### config.mk
export PLATFORM = sky130hd
export DESIGN_NAME = dsp_mac_sequencer
export DESIGN_NICKNAME = d
export VERILOG_FILES = /design/src/rtl/dsp_mac_sequencer.sv
export SDC_FILE = /design/constraint.sdc
export NUM_CORES = 1
export LEC_CHECK = 0
export CAP_MARGIN = 20
export CORE_MARGIN = 2
export CORE_UTILIZATION = 60
export DETAILED_ROUTE_END_ITERATION = 8
export DONT_BUFFER_PORTS = 1
export MAX_ROUTING_LAYER = met4
export PLACE_DENSITY_LB_ADDON = 0.25
export SYNTH_ARGS = -nofsm -noshare
export SYNTH_HDL_FRONTEND = slang
export SYNTH_SLANG_ARGS = --single-unit
### constraint.sdc
create_clock -name CLK -period 1.8 [get_ports CLK]
set_input_delay 0.09 -clock CLK [delete_from_list [all_inputs] [get_ports CLK]]
set_output_delay 0.09 -clock CLK [all_outputs]
set_load 0.02 [all_outputs]
### src/rtl/dsp_mac_sequencer.sv
// Drives one DSP48A1 slice through sum(A[i]*B[i]) over a valid/ready operand stream,
// drains the slice pipeline and returns the accumulated 48-bit P value as RESULT.
`timescale 1ns/1ps
module dsp_mac_sequencer #(
    parameter int          LAT    = 3,
    parameter int          LEN_W  = 8,
    parameter logic [7:0]  MAC_OP = 8'h09
) (
    input  logic               CLK,
    input  logic               RSTN,
    input  logic               START,
    input  logic [LEN_W-1:0]   LEN,
    input  logic               IN_VALID,
    output logic               IN_READY,
    input  logic [17:0]        A_IN,
    input  logic [17:0]        B_IN,
    output logic [17:0]        DSP_A,
    output logic [17:0]        DSP_B,
    output logic               CEA,
    output logic               CEB,
    output logic               CEM,
    output logic               CEP,
    output logic               RSTA,
    output logic               RSTB,
    output logic               RSTM,
    output logic               RSTP,
    output logic [7:0]         OPMODE,
    input  logic [47:0]        P_IN,
    output logic [47:0]        RESULT,
    output logic               RESULT_VALID,
    output logic               BUSY
);

    typedef enum logic [2:0] {
        S_IDLE  = 3'd0,
        S_CLEAR = 3'd1,
        S_FEED  = 3'd2,
        S_DRAIN = 3'd3,
        S_DONE  = 3'd4
    } state_t;

    // Last drain index; a single-stage slice skips DRAIN entirely.
    localparam int   DRAIN_LAST   = (LAT > 1) ? (LAT - 2) : 0;
    localparam logic SKIP_DRAIN   = (LAT == 1);

    state_t             state_reg, state_next;
    logic [LEN_W-1:0]   count_reg, count_next;
    logic [LEN_W-1:0]   len_reg, len_next;
    logic [2:0]         drain_reg, drain_next;
    logic [47:0]        result_reg, result_next;
    logic               result_valid_reg, result_valid_next;
    logic [LEN_W-1:0]   count_inc;

    assign count_inc    = count_reg + {{(LEN_W-1){1'b0}}, 1'b1};
    assign RESULT       = result_reg;
    assign RESULT_VALID = result_valid_reg;

    always_ff @(posedge CLK) begin
        if (!RSTN) begin
            state_reg        <= S_IDLE;
            count_reg        <= '0;
            len_reg          <= '0;
            drain_reg        <= '0;
            result_reg       <= '0;
            result_valid_reg <= 1'b0;
        end else begin
            state_reg        <= state_next;
            count_reg        <= count_next;
            len_reg          <= len_next;
            drain_reg        <= drain_next;
            result_reg       <= result_next;
            result_valid_reg <= result_valid_next;
        end
    end

    always_comb begin
        state_next        = state_reg;
        count_next        = count_reg;
        len_next          = len_reg;
        drain_next        = drain_reg;
        result_next       = result_reg;
        result_valid_next = 1'b0;
        IN_READY          = 1'b0;
        DSP_A             = '0;
        DSP_B             = '0;
        CEA               = 1'b0;
        CEB               = 1'b0;
        CEM               = 1'b0;
        CEP               = 1'b0;
        RSTA              = 1'b0;
        RSTB              = 1'b0;
        RSTM              = 1'b0;
        RSTP              = 1'b0;
        OPMODE            = 8'h00;
        BUSY              = 1'b1;

        case (state_reg)
            S_IDLE: begin
                BUSY = 1'b0;
                if (START) begin
                    len_next   = LEN;
                    count_next = '0;
                    state_next = (LEN == '0) ? S_DONE : S_CLEAR;
                end
            end
            S_CLEAR: begin
                RSTA       = 1'b1;
                RSTB       = 1'b1;
                RSTM       = 1'b1;
                RSTP       = 1'b1;
                state_next = S_FEED;
            end
            S_FEED: begin
                IN_READY = 1'b1;
                OPMODE   = MAC_OP;
                // Stalls freeze every stage so bubbles never reach the accumulator.
                if (IN_VALID) begin
                    DSP_A      = A_IN;
                    DSP_B      = B_IN;
                    CEA        = 1'b1;
                    CEB        = 1'b1;
                    CEM        = 1'b1;
                    CEP        = 1'b1;
                    count_next = count_inc;
                    drain_next = '0;
                    if (count_inc == len_reg)
                        state_next = SKIP_DRAIN ? S_DONE : S_DRAIN;
                end
            end
            S_DRAIN: begin
                OPMODE = MAC_OP;
                CEA    = 1'b1;
                CEB    = 1'b1;
                CEM    = 1'b1;
                CEP    = 1'b1;
                if (drain_reg == 3'(DRAIN_LAST))
                    state_next = S_DONE;
                else
                    drain_next = drain_reg + 3'd1;
            end
            S_DONE: begin
                OPMODE            = MAC_OP;
                result_next       = (len_reg == '0) ? 48'd0 : P_IN;
                result_valid_next = 1'b1;
                state_next        = S_IDLE;
            end
            default: begin
                state_next = S_IDLE;
            end
        endcase
    end

endmodule

==> results by group, run 1 <==
Status
  • Outcome: finished, final reports clean

STA
  • F_max: roughly 580 MHz
  • Clk_skew: 0.0184 ns
  • Slew HR: 0.588
  • Final hold violations: 0
  • Period Utilization, post-route: 0.962
  • Slew Viols, Final: 0
  • Setup TNS: 0 ns
  • Setup violators final: 0
  • RSZ-0062 raised after global routing: yes
  • Worst Max-Slew Pin Slew: 0.612 ns
  • Tmin final: 1.73 ns

Place
  • RD Place Congestion: 0.883
  • PortBufs: 0
  • Post-DP HPWL: 6020 um
  • Post-placement cell count: 439
  • Dpl cell area: 0.00334 sq mm

Route
  • DRC: 0
  • Initial drt markers: roughly 430
  • WL final: 11,000 um
  • Via count: 3,283
  • DR pass1 iterations: 7
  • Final ANT Viol Nets: 0
  • WL/cell: 21.5 um
  • Via/cell ratio: 6.41

Floorplanning
  • Die ar.: 0.00611 sq mm
  • Placeable Area: 0.00541 sq mm
  • Initial Util: 0.611
  • Placement Rows: 27
  • Boundary Pins: 199
  • Die Y: 78.2 um
  • Die span in x: 78.2 um

Global route
  • GR peak layer: met2
  • Grt ovf: 0
  • Gr usage total: 0.352
  • GRT met3 Usage: 0.0908
  • Routing usage on met2: 0.566
  • Initial antenna violation count: 0
  • Largest net degree at the start of global routing: 49
  • Met1 usage: 0.408
  • Vias in the first global route: 3,150
  • First-pass GRT wire length: 16,100 um

Finish
  • Non-Filler Instances: 512
  • Nets: 534
  • N_diodes: 0
  • Number of flip-flops in the largest register: 48
  • Design area: roughly 0.0041 sq mm
  • Area added between synthesis and finish: 25.2%
  • Fraction of layout cells with a size suffix above 1: 0.155

Yosys
  • Synth top area share: 0.431
  • Avg Synthesized Cell Area: 8.46 sq um
  • Leading area contributor after synthesis: dfxtp_1
  • Post-Synthesis Cell Area: between 0.003 and 0.004 sq mm
  • Commonest cells post-synth: dfxtp_1 (71), nor2_1 (60), a22oi_1 (49)
  • Ys async rst share: 0
  • Cell with the most instances after synthesis: dfxtp_1
  • Ys Warns: 0
  • Largest cells by area after synthesis: dfxtp_1 (43%), a22oi_1 (11%), and3_1 (7.2%)
  • Ys flop type: dfxtp_1
  • Yosys cell types: 46
  • Cells after Synth: 390
  • Seq/Total Area, Yosys: 0.431
  • Number of flops mapped to enable cells by yosys: 0
  • Flops & latches, synth: just over 70

Worst setup path
  • Arrival @ worst endpoint: 1.64 ns
  • Worst path cell trace: nor2_1 > nand2_2 > buf_12 > o21ai_0 > buf_4
  • CP endpoint kind: primary output
  • Crit path max-delay family: flip-flops
  • CP max-delay cell: dfxtp_1
  • Critical path peak fanout: 33
  • Startpoint Class: flop
  • Setup CP Type: flop to primary output
  • Crit-path max cell delay: 0.50 ns
  • Crit path required time: about 1.7 ns
  • CP bufs+invs: 2

Clock tree
  • Clk pin slew, worst setup/hold paths: roughly 0.07 ns
  • TritonCTS clock tree: done
  • H-tree levels: 3
  • Clock sink count: 71
  • CTS buffer count: 9
  • Clock Latency Late Sink: 0.35 ns
  • Max Buffers Root-to-Sink: 2
  • Clk root buf: clkbuf_8

Job
  • MaxCap Viol Count: 0

Power and ir drop
  • Peak VDD IR: 0.000637 V
  • Power density over the cells: 1000 mW/mm^2
  • Total power: 4150 uW
  • Lkg Pwr: 0.00166 uW

Hold path
  • HP Class: input pin to flop
==> worst paths after layout <==
path / from / endpoint / slack (ns) / cells past startpoint
worst max-delay path: state_reg[0]$_SDFFE_PN0P_ / OPMODE[0] / 0.07 / 5
worst min-delay path: IN_VALID / count_reg[6]$_SDFFE_PN0P_ / 0.03 / 3
worst max register to register: len_reg[3]$_SDFFE_PN0P_ / RESULT[19]$_SDFFE_PN0P_ / 0.11 / 5
worst min register to register: len_reg[0]$_SDFFE_PN0P_ / len_reg[0]$_SDFFE_PN0P_ / 0.50 / 2
==> cell families after synthesis <==
logic type / Yosys count / share of synthesized area
buffers and inverters: 54 / 0.0925
DFF: 71 / 0.431
AOI/OAI and AO/OA: 92 / 0.194
muxes: 2 / 0.00607
and+or+nand+nor: 157 / 0.238
xor gates and xnor gates: 10 / 0.0265
adders and majority gates: 3 / 0.0114
other: 1 / 0.00114
==> routing by layer <==
layer / share of wire / wire length [um]
met5: 0 / 0
met1: 0.36 / 3980
met4: 0.035 / 380
met3: 0.12 / 1300
met2: 0.48 / 5330
==> worst min-delay path: stages <==
cell	delay, ns
nand2_2	0.08
or3_1	0.11
a21oi_1	0.05
==> area by class of cell <==
cell class / count / area [sq um]
multi-input combinational: 270 / 1640
sequential: 71 / 1430
fill: 315 / 1270
timing repair buffer: 76 / 768
clock buffer: 12 / 155
tap: 72 / 90.1
clock inverter: 4 / 30.0
inverter: 7 / 26.3
==> report_power, final <==
group,leakage [uW],switching [uW],internal [uW]
clock,0.0000926,629,579
combinational,0.000996,733,468
sequential,0.000575,103,1640
==> repair_timing <==
item	in CTS	in global routing
hold endpoints to repair	56	0
setup endpoints to repair	36	41
hold buffers	56	0
gates resized for setup	10	13
buffers inserted	0	1
==> per-stage QoR <==
step / setup slack, ns / hold slack (ns) / utilization
2_1_floorplan: 0.183 / 0.226 / -
3_3_place_gp: 0.202 / 0.228 / 0.618
3_5_place_dp: 0.0951 / 0.234 / 0.618
4_1_cts: 0.00575 / 0.0317 / 0.759
5_1_grt: -0.0101 / 0.0709 / 0.765
6_report: 0.0675 / 0.0347 / 0.765
==> placed cells by master (no fill, tap or decap), drive strengths merged, types with 4 or more instances in the layout <==
cell type    netlist  layout
a21oi             19      19
a22oi             49      49
a31oi              7       7
and2               5       5
and3              40      40
buf               24      20
clkbuf            22      12
conb               1       6
dfxtp             71      71
dlygate4sd3        0      56
inv                7       7
nand2             26      26
nand3              4       4
nor2              60      60
nor3               4       4
nor4               5       5
o21ai              9       9
or3                4       4
xnor2              5       5
xor2               5       5
(Power assumes the default switching activity.)
==> inputs of run 2 (changes only) <==
Settings changed: PLACE_DENSITY set to 0.78, PLACE_DENSITY_LB_ADDON 0.25 to unset, SKIP_LAST_GASP set to 1.
==> run 2 against run 1 <==
Effect of this change:
- global-route usage up 2.8 points
- combinational power hardly changed
- core utilization up 1.3 points
- cell area up 1.7%
- flip-flop and latch count stayed put
- worst hold slack got worse by 0.014 ns
- register-to-register slack lost 0.05 ns
- largest cell class unchanged
==> results by group, run 2 (synthesis gave the netlist of run 1 again) <==
Finish
  • Highest-count cells in the layout ignoring fill and taps: dfxtp_1 (67), nor2_1 (59), dlygate4sd3_1 (57)
  • Nets: between 500 and 600
  • Fraction of layout cells with a size suffix above 1: 0.120
  • Area added between synthesis and finish: 27.4%
  • Number of flip-flops in the largest register: 48
  • Non-Filler Instances: 514
  • Most common cell after layout, fill and taps aside: dfxtp_1

Worst setup path
  • Crit-path max cell delay: 0.43 ns
  • Arrival @ worst endpoint: between 1.5 and 2 ns
  • CP max-delay cell: nor4_1
  • Internal reg-to-reg setup slack: 0.06 ns
  • Setup CP Type: flop to flop
  • Crit path required time: 2.02 ns
  • Worst path cell trace: nor4_1 > buf_4 > a21oi_4 > buf_12 > a22oi_1 > nor2_1
  • CP endpoint kind: flop
  • Critical path peak fanout: 48
  • Startpoint Class: flop

Clock tree
  • Clock Latency Late Sink: 0.36 ns
  • TritonCTS clock tree: done
  • Max Buffers Root-to-Sink: 2
  • H-tree levels: 3
  • Clk pin slew, worst setup/hold paths: 0.08 ns
  • Clk root buf: clkbuf_8
  • CTS buffer count: 9
  • Clock sink count: 71

Hold path
  • HP Class: input pin to flop

Route
  • Via count: roughly 3,400
  • WL final: roughly 12,000 um
  • DRC: 0
  • Final ANT Viol Nets: 0
  • DR pass1 iterations: 6
  • Via/cell ratio: 6.59
  • WL/cell: 22.8 um
  • Initial drt markers: 476

STA
  • Clk_skew: around 0.021 ns
  • Slew Viols, Final: 0
  • Worst Max-Slew Pin Slew: 0.620 ns
  • Setup violators final: 0
  • F_max: 574 MHz
  • Tmin final: 1.74 ns
  • Setup TNS: 0 ns
  • RSZ-0062 raised after global routing: no
  • Final hold violations: 0
  • Slew HR: 0.583
  • Period Utilization, post-route: 0.968

Job
  • MaxCap Viol Count: 0

Power and ir drop
  • Power density over the cells: 1080 mW/mm^2
  • Lkg Pwr: around 0.0017 uW
  • Peak VDD IR: around 0.00084 V

Global route
  • Grt ovf: 0
  • Gr usage total: 0.380
  • Initial antenna violation count: 0
  • Largest net degree at the start of global routing: 62
  • First-pass GRT wire length: 17,200 um
  • Vias in the first global route: roughly 3,200

Floorplanning
  • Die span in x: between 70 and 80 um
  • Placement Rows: 27
  • Die Y: 78.2 um
  • Initial Util: 0.611
  • Boundary Pins: just under 200
  • Die ar.: 0.00611 sq mm
  • Placeable Area: 0.00541 sq mm

Place
  • RD Place Congestion: 0.969
  • Post-DP HPWL: 5790 um
  • PortBufs: 0
  • Post-placement cell count: 437

Status
  • Outcome: finished, final reports clean
[run 2: power breakdown]
group | internal (uW) | total (uW) | leakage, uW | switching, uW
clock network | 934 | 1600 | 0.000121 | 668
registers | 1640 | 1750 | 0.000575 | 107
logic | 454 | 1200 | 0.00102 | 746
total | 3030 | 4550 | 0.00172 | 1520
[run 2: layout make-up]
| class | count | area, sq um |
|---|---|---|
| multi-input cells | 270 | 1620 |
| repair buffers | 76 | 796 |
| diodes | 2 | 5.00 |
| clock inverters | 6 | 116 |
| well taps | 72 | 90.1 |
| inverters | 7 | 26.3 |
| flip-flops and latches | 71 | 1430 |
| clock buffers | 10 | 128 |
| fillers | 281 | 1200 |
[run 2: final timing paths]
path | start | to | cells after the start
max reg2reg | len_reg[7]$_SDFFE_PN0P_ | RESULT[41]$_SDFFE_PN0P_ | 6
max | len_reg[7]$_SDFFE_PN0P_ | RESULT[41]$_SDFFE_PN0P_ | 6
min | LEN[2] | state_reg[2]$_SDFFE_PN0P_ | 3
min reg2reg | len_reg[3]$_SDFFE_PN0P_ | len_reg[3]$_SDFFE_PN0P_ | 2
[run 2: per-stage QoR]
step | instance area [sq um] | power (uW) | hold WS, ns | utilization | setup slack [ns]
6_report | 4200 | 4550 | 0.0204 | 0.778 | 0.0578
5_1_grt | 4200 | 4690 | 0.0433 | 0.777 | 0.00302
4_1_cts | 4190 | 4420 | 0.0223 | 0.775 | 0.0115
3_5_place_dp | 3320 | 2760 | 0.236 | 0.615 | 0.137
3_3_place_gp | 3320 | 2740 | 0.228 | 0.615 | 0.200
2_1_floorplan | 3320 | 2580 | 0.226 | - | 0.183
[run 2: worst max-delay path, delay by kind of cell (launching register included)]
kind	cells	cell delay (ns)
compound gates	2	0.32
buf+inv	2	0.43
flops	1	0.34
simple gates	2	0.51
[run 2: timing repair]
| action | CTS | global route |
|---|---|---|
| hold buffers | 57 | 0 |
| endpoints found under the setup margin | 38 | 48 |
| cloned | 1 | 0 |
| endpoints found under the hold margin | 60 | 0 |
| resized for setup | 4 | 6 |
| buffers inserted | 1 | 0 |
[run 2: per-layer routing]
| layer | wire length (um) | track usage |
|---|---|---|
| met1 | 4340 | 0.468 |
| met2 | 5530 | 0.580 |
| met3 | 1420 | 0.139 |
| met4 | 416 | 0.128 |
| met5 | 0 | - |
==> inputs of run 3 (changes only) <==
Settings changed: RECOVER_POWER set to 100.
==> run 3 against run 2 <==
Effect of this change:
- fmax barely moved
- count of clock-buffer cells in the layout did not move
- clock power about the same
- global-route usage is the same
- setup slack improved by 0.0011 ns
- worst hold slack gained 0.0011 ns
- sequential share of layout area increased by 0.37 points
- core utilization is 0.90 points lower
- largest power group unchanged
- highest routed layer unchanged
- critical path type unchanged
==> results by group, run 3 (synthesis gave the netlist of run 1 again) <==
Place
  • RD Place Congestion: 0.969
  • Post-DP HPWL: 5790 um
  • PortBufs: 0

STA
  • Slew HR: 0.597
  • RSZ-0062 raised after global routing: no
  • Setup violators final: 0
  • Final hold violations: 0
  • F_max: between 500 and 600 MHz
  • Clk_skew: between 0.02 and 0.025 ns
  • Setup TNS: 0 ns
  • Period Utilization, post-route: 0.967
  • Tmin final: ~1.7 ns
  • Worst Max-Slew Pin Slew: roughly 0.6 ns
  • Slew Viols, Final: 0

Floorplanning
  • Boundary Pins: a little under 200
  • Die ar.: 0.00611 sq mm
  • Placement Rows: 27
  • Die Y: 78.2 um
  • Die span in x: 78.2 um
  • Initial Util: 0.611
  • Placeable Area: 0.00541 sq mm

Worst setup path
  • Crit path max-delay family: simple AND/OR/NAND/NOR gates
  • CP endpoint kind: flop
  • Crit path required time: 2.04 ns
  • Crit path depth: 6
  • CP bufs+invs: 2
  • Reg2Reg Depth: 6
  • Startpoint Class: flop
  • R2R Path Start: len_reg[7]$_SDFFE_PN0P_
  • Internal reg-to-reg setup slack: about 0.059 ns
  • Setup CP Type: flop to flop
  • Worst path cell trace: nor4_1 > buf_4 > a21oi_1 > buf_12 > a22oi_1 > nor2_1
  • Critical path peak fanout: 48
  • Reg2Reg Capture Point: RESULT[6]$_SDFFE_PN0P_
  • CP max-delay cell: nor4_1
  • Crit-path max cell delay: between 0.4 and 0.5 ns
  • Arrival @ worst endpoint: 1.98 ns

Power and ir drop
  • Power density over the cells: around 1100 mW/mm^2
  • Lkg Pwr: 0.00170 uW
  • Total power: about 4500 uW
  • Peak VDD IR: 0.000838 V

Clock tree
  • TritonCTS clock tree: done
  • CTS buffer count: 9
  • Clk pin slew, worst setup/hold paths: 0.08 ns
  • Clock sink count: 71
  • Clock Latency Late Sink: approximately 0.36 ns
  • Clk root buf: clkbuf_8
  • H-tree levels: 3
  • Max Buffers Root-to-Sink: 2

Finish
  • Most common cell after layout, fill and taps aside: dfxtp_1
  • Area added between synthesis and finish: 25.9%
  • N_diodes: 0
  • Core Util, Final: 0.769
  • Highest-count cells in the layout ignoring fill and taps: dfxtp_1 (68), nor2_1 (59), dlygate4sd3_1 (57)
  • Number of flip-flops in the largest register: 48
  • Fraction of layout cells with a size suffix above 1: 0.109
  • Fillers: slightly below 300
  • Nets: between 500 and 600

Hold path
  • Min-delay src: IN_VALID
  • Min-Delay Path Depth: 3
  • Hold endpoint: count_reg[6]$_SDFFE_PN0P_
  • HP Class: input pin to flop

Global route
  • Gr usage total: 0.380
  • Largest net degree at the start of global routing: 62
  • First-pass GRT wire length: 17,200 um
  • Grt ovf: 0
  • Initial antenna violation count: 0
  • Vias in the first global route: 3,236

Route
  • Via count: 3,364
  • Via/cell ratio: 6.57
  • DR pass1 iterations: 7
  • Final ANT Viol Nets: 0
  • DRC: 0
  • WL/cell: 22.7 um
  • WL final: between 10,000 and 15,000 um
  • Initial drt markers: 454

Status
  • Outcome: finished, final reports clean

Job
  • MaxCap Viol Count: 0
-- run 3: changes by cell type in the layout (fill, tap and decap cells not counted), moves of 2 or more --
cell,delta
clkbuf_2,+2
diode_2,-2
buf_12,-2
buf_4,-4
clkbuf_1,+2
-- run 3: worst reg2reg max path, cell delays in order, from the launching register on --
cell and delay, ns:
dfxtp_1 0.35, nor4_1 0.42, buf_4 0.19, a21oi_1 0.09, buf_12 0.22, a22oi_1 0.28, nor2_1 0.07
-- run 3: timing repair --
action,CTS,global route
endpoints found under the setup margin,38,48
setup buffers,1,0
hold endpoints to repair,60,0
gates cloned,1,0
pin swaps,0,0
hold buffers,57,0
gates resized for setup,4,6
-- run 3: worst max path at each step --
stage / to / from
floorplan: OPMODE[3] / state_reg[0]$_SDFFE_PN0P_
global placement: state_reg[0]$_SDFFE_PN0P_ / count_reg[0]$_SDFFE_PN0P_
detailed placement: state_reg[0]$_SDFFE_PN0P_ / count_reg[0]$_SDFFE_PN0P_
CTS: OPMODE[3] / state_reg[2]$_SDFFE_PN0P_
global route: state_reg[2]$_SDFFE_PN0P_ / count_reg[1]$_SDFFE_PN0P_
finish: RESULT[6]$_SDFFE_PN0P_ / len_reg[7]$_SDFFE_PN0P_
-- run 3: metal layers --
| layer | vias up | track usage | part of all wire |
|---|---|---|---|
| met5 | - | - | 0 |
| met4 | 0 | 0.128 | 0.035 |
| met3 | 60 | 0.139 | 0.12 |
| met2 | 317 | 0.580 | 0.47 |
| met1 | 1542 | 0.468 | 0.38 |
| li1 | 1445 | - | - |
-- run 3: power breakdown --
group          leakage, uW  total, uW  switching [uW]  internal, uW
sequential        0.000575       1740             106          1640
combinational      0.00101       1140             731           406
clock             0.000121       1600             668           934
total              0.00170       4480            1510          2980
-- run 3: layout make-up --
cell class                 count  area, sq um  area share
timing repair buffer          76          766       0.184
multi-input combinational    270         1600       0.386
clock buffer                  10          128      0.0307
inverter                       7         26.3     0.00632
clock inverter                 6          116      0.0280
sequential                    71         1430       0.343
tap                           72         90.1      0.0217
-- run 3: per-stage QoR --
stage / cell area, sq um / instances / worst slack [ns] / hold WS, ns
after detailed placement: 3320 / 437 / 0.137 / 0.236
after CTS: 4190 / 512 / 0.0115 / 0.0223
after global placement: 3320 / 437 / 0.200 / 0.228
final: 4160 / 512 / 0.0589 / 0.0214
after global routing: 4160 / 512 / 0.00809 / 0.0439
after floorplan: 3320 / 395 / 0.183 / 0.226
